[src/rtl/vec_mac.sv]
// vec_mac: signed dot-product engine for one matrix row.
// Chunks of N elements are consumed NUM_MACS lanes per cycle.
module vec_mac #(
  parameter int N        = 8,
  parameter int WIDTH    = 16,
  parameter int NUM_MACS = 2,
  parameter int ACC_W    = 2*WIDTH+16
) (
  input  logic                    clk,
  input  logic                    rst,
  input  logic                    start,
  input  logic [31:0]             row_size,
  input  logic                    vec_valid,
  output logic                    vec_ready,
  input  logic [N*WIDTH-1:0]      vector_A,
  input  logic [N*WIDTH-1:0]      vector_B,
  output logic signed [ACC_W-1:0] result,
  output logic [31:0]             counter,
  output logic                    done
);

  localparam int IW = (N > 1) ? $clog2(N) : 1;

  typedef enum logic [1:0] {
    IDLE,
    LOAD,
    MAC,
    DONE
  } state_t;

  state_t state, state_nx;

  logic [N*WIDTH-1:0]      a_q, b_q;
  logic [IW-1:0]           idx;
  logic [31:0]             size_q, cnt_q;
  logic signed [ACC_W-1:0] acc_q;

  logic signed [ACC_W-1:0]   mac_sum;
  logic [31:0]               cnt_add;
  logic [31:0]               cnt_nx;
  logic signed [WIDTH-1:0]   lane_a, lane_b;
  logic signed [2*WIDTH-1:0] prod;
  logic                      last;

  // Lanes past row_size are masked; counter equals the
  // global index of lane idx while lanes remain valid.
  always_comb begin
    mac_sum = '0;
    cnt_add = '0;
    lane_a  = '0;
    lane_b  = '0;
    prod    = '0;
    for (int j = 0; j < NUM_MACS; j++) begin
      lane_a = a_q[(int'(idx) + j)*WIDTH +: WIDTH];
      lane_b = b_q[(int'(idx) + j)*WIDTH +: WIDTH];
      prod   = lane_a * lane_b;
      if (({1'b0, cnt_q} + 33'(j)) < {1'b0, size_q}) begin
        mac_sum = mac_sum + ACC_W'(prod);
        cnt_add = cnt_add + 32'd1;
      end
    end
  end

  assign cnt_nx = cnt_q + cnt_add;
  assign last   = (idx == IW'(N - NUM_MACS));

  always_comb begin
    state_nx = state;
    unique case (state)
      IDLE: begin
        if (start) begin
          state_nx = (row_size == 32'd0) ? DONE : LOAD;
        end
      end
      LOAD: begin
        if (vec_valid) begin
          state_nx = MAC;
        end
      end
      MAC: begin
        if (last) begin
          state_nx = (cnt_nx >= size_q) ? DONE : LOAD;
        end
      end
      DONE: begin
        state_nx = IDLE;
      end
      default: state_nx = IDLE;
    endcase
  end

  always_ff @(posedge clk) begin
    if (rst) begin
      state  <= IDLE;
      a_q    <= '0;
      b_q    <= '0;
      idx    <= '0;
      size_q <= '0;
      cnt_q  <= '0;
      acc_q  <= '0;
    end else begin
      state <= state_nx;
      unique case (state)
        IDLE: begin
          if (start) begin
            size_q <= row_size;
            cnt_q  <= '0;
            acc_q  <= '0;
          end
        end
        LOAD: begin
          if (vec_valid) begin
            a_q <= vector_A;
            b_q <= vector_B;
            idx <= '0;
          end
        end
        MAC: begin
          acc_q <= acc_q + mac_sum;
          cnt_q <= cnt_nx;
          idx   <= idx + IW'(NUM_MACS);
        end
        default: ;
      endcase
    end
  end

  assign vec_ready = (state == LOAD);
  assign done      = (state == DONE);
  assign result    = acc_q;
  assign counter   = cnt_q;

endmodule

[config.mk]
export PLATFORM = sky130hd
export DESIGN_NAME = vec_mac
export DESIGN_NICKNAME = d
export VERILOG_FILES = /design/src/rtl/vec_mac.sv
export SDC_FILE = /design/constraint.sdc
export NUM_CORES = 2
export LEC_CHECK = 0
export BUFFER_PORTS_ARGS = -buffer_cell sky130_fd_sc_hd__buf_2
export CORE_MARGIN = 5
export CORE_UTILIZATION = 68
export CTS_BUF_LIST = sky130_fd_sc_hd__clkbuf_8
export DETAILED_ROUTE_END_ITERATION = 7
export PLACE_DENSITY = 0.95
export REMOVE_ABC_BUFFERS = 1
export SYNTH_ARGS = -nofsm -noshare
export SYNTH_HDL_FRONTEND = slang
export SYNTH_SLANG_ARGS = --single-unit
export TNS_END_PERCENT = 10
[constraint.sdc]
create_clock -name clk -period 40.1 [get_ports clk]
set_clock_uncertainty 0.1 [all_clocks]
set_input_delay 4.01 -clock clk [delete_from_list [all_inputs] [get_ports clk]]
set_output_delay 4.01 -clock clk [all_outputs]
set_load 0.05 [all_outputs]
==> summary.txt <==
Worst hold path
  • WHS Path Cells: 2
  • HP Class: register to register
  • Hold_sp: b_q[32]$_SDFFE_PP0P_

Setup path
  • Data required time at the worst endpoint: approximately 41 ns
  • Critical path class: register to register
  • Slowest library cell on the worst path: o21ai_1
  • Element type at the critical path end: register
  • FF-to-FF path depth: 53
  • Most frequent CP cell: fa_1
  • Critical path startpoint category: register
  • CP Launch Point: idx[1]$_SDFFE_PP0P_
  • Worst Path Arrival: about 17 ns
  • R2R Path Start: idx[1]$_SDFFE_PP0P_
  • Slowest stage delay, CP: 0.90 ns
  • Crit path max fanout: 55

Die
  • I/O pins: ~370
  • Die area: 66800 um2
  • Die width: ~260 um
  • Die Y: 259 um
  • Initial Util: around 68%
  • Area of the core: ~60000 um2
  • Site Rows: 91

Clock tree
  • Gates resized, CTS repair: 0
  • CTS sink cnt: 372
  • Skew-Pair Late Insertion Delay: just under 0.7 ns
  • Longest Clk Path Bufs: 3
  • Clock-pin slew on the worst setup and hold paths: approximately 0.070 ns
  • Clock root cell: clkbuf_8
  • Hold buffers post-CTS: 0
  • CTS tree: done
  • # H-tree levels: 3
  • Post CTS Setup Buffer Count: 0
  • CTS Buf Count: between 60 and 70

GRT
  • First-pass GRT wire length: roughly 200000 um
  • Gr ovfl total: 0
  • Vias in the first global route: 38960
  • Gr usage total: between 30% and 40%
  • Largest net degree at the start of global routing: about 120
  • Initial antenna violation count: 4

Timing
  • Fin crit share: just over 40%
  • Fin. max-slew vios: 0
  • Hold_ws: approximately 0.35 ns
  • Final Setup Violations: 0
  • Final setup TNS: 0 ns
  • Unrepaired setup endpoints after global routing: false
  • Final hold vios: 0
  • Slew HR: 21.1%
  • Fmax: around 0.06 GHz
  • Tmin final: 16.49 ns
  • Slew @ Worst Pin: 1.18 ns

Detailed routing
  • Antenna viol nets, final: 0
  • DRC viols: 0
  • Total Wirelength: between 100000 and 150000 um
  • Initial DRC Count: 3728
  • Via density: slightly above 6
  • Wire length per cell: just under 20 um
  • Via count: 37538
  • DR pass1 iterations: 6

Logic synthesis
  • Distinct cells, synth: 75
  • Post-synthesis async set-or-reset flop share: 0%
  • Synthesized cell area: approximately 42000 um2
  • Post-synth EDFFs: 0
  • Synth Instances: slightly above 5000
  • Synth top cells by count: nand2_1 (1011), inv_1 (673), fa_1 (576)
  • Yosys top cell area share: roughly 27%
  • #FFs+latches synth: ~370
  • Top cells by area, synth: fa_1 (27%), dfxtp_1 (18%), ha_1 (10%)
  • Ys flop type: dfxtp_1
  • Synthesized area per cell: between 8 and 9 um2
  • Warnings, synthesis: 0
  • Sequential element share of the synthesized area: 17.7%
  • Most common cell in the netlist: nand2_1
  • Leading area contributor after synthesis: fa_1

Run
  • Max Cap Viol: 0

Cells and area
  • Share of layout cells above drive strength 1: between 10% and 20%
  • Finished Layout Cells: 6132
  • Final nets: approximately 6500
  • Final Instance Area: about 46000 um2
  • Layout Area Growth over Synthesis: 8.46%

Place
  • Routability cong.: roughly 0.99
  • Area post-placement: around 44000 um2
  • PortBufs: 373
  • Placed Cells: roughly 6000
  • DP HPWL: roughly 93000 um

Power and ir drop
  • Cell area power density: 24.9 nW/um2
  • P_leak: roughly 21 nW
  • Max VDD drop: ~0.038 mV

Outcome
  • Status: completed
## cell type report
cell class | count | area (um2)
Sequential cell | 372 | 7450
Tap cell | 790 | 988
Clock inverter | 36 | 300
Fill cell | 4135 | 15900
Inverter | 674 | 2530
Timing Repair Buffer | 407 | 2130
Clock buffer | 75 | 1030
Multi-Input combinational cell | 3773 | 31100
Antenna cell | 5 | 12.5
## state kept, by name (all words and copies together) (netlist names)
signal / flops
size_q: 32
state: 2
counter: 32
idx: 2
result: 48
b_q: 128
a_q: 128
## metal layers
metal	up-vias	GRT usage, %	wire length (um)
li1	16708	-	-
met1	18005	44.6	43900
met2	2201	58.0	56100
met3	624	8.38	12200
met4	0	20.1	8440
met5	-	0	0
## critical path, delay by kind of cell, from the launching register on
kind | cells | cell delay (ns)
flip-flops | 1 | 0.46
multiplexers | 1 | 0.42
AND/OR/NAND/NOR | 11 | 2.72
buffers and inverters | 7 | 1.05
AO/OA/AOI/OAI | 17 | 4.57
adder cells (fa/ha/maj) | 14 | 6.47
XOR/XNOR | 3 | 0.48
## per-stage QoR
step                power, mW  utilization [%]  worst slack, ns
floorplan               0.645                -            23.57
global placement        0.740             71.9            24.73
detailed placement      0.754             71.9            24.04
CTS                      1.13             74.1            23.94
global route             1.19             74.1            22.63
finish                   1.13             74.1            23.61
## cells in the final DEF (no fill, tap or decap), types with 12 or more instances in the layout
master	instances
nand2_1	1011
o22ai_1	12
dfxtp_1	370
nand4_1	30
xnor2_1	94
mux2_2	51
inv_1	690
fa_1	576
nor3_1	31
and3_1	22
a211oi_1	12
mux4_2	24
buf_2	372
o21ai_1	39
o21a_1	46
nand3_1	66
mux2i_1	41
ha_1	335
o21bai_1	18
xor2_1	73
nor2b_1	35
nor2_1	349
a22o_1	18
nor4_1	14
a22oi_1	24
buf_4	34
clkbuf_8	75
nand2b_1	39
o21ai_0	111
a31oi_1	16
a21oi_1	464
a21o_1	71
and2_1	29
## where the power goes
group	switching, mW	total, mW	internal [mW]
clock network	0.169	0.372	0.203
logic	0.235	0.363	0.128
registers	0.0118	0.397	0.385
total	0.416	1.13	0.716
## worst paths after layout
path / end / slack (ns)
worst max register to register: result[47]$_SDFFE_PP0P_ / 23.61
worst max-delay path: result[47]$_SDFFE_PP0P_ / 23.61
worst min-delay path: b_q[32]$_SDFFE_PP0P_ / 0.35
worst min register to register: b_q[32]$_SDFFE_PP0P_ / 0.35
## cells by family after synthesis
| family | synth area share, % |
|---|---|
| xor+xnor | 3.48 |
| flops | 17.7 |
| simple gates | 16.6 |
| buf+inv | 8.29 |
| mux | 3.63 |
| compound gates | 12.8 |
| fa+ha+maj | 37.4 |
Note: power is estimated with default switching activity, not from simulation.
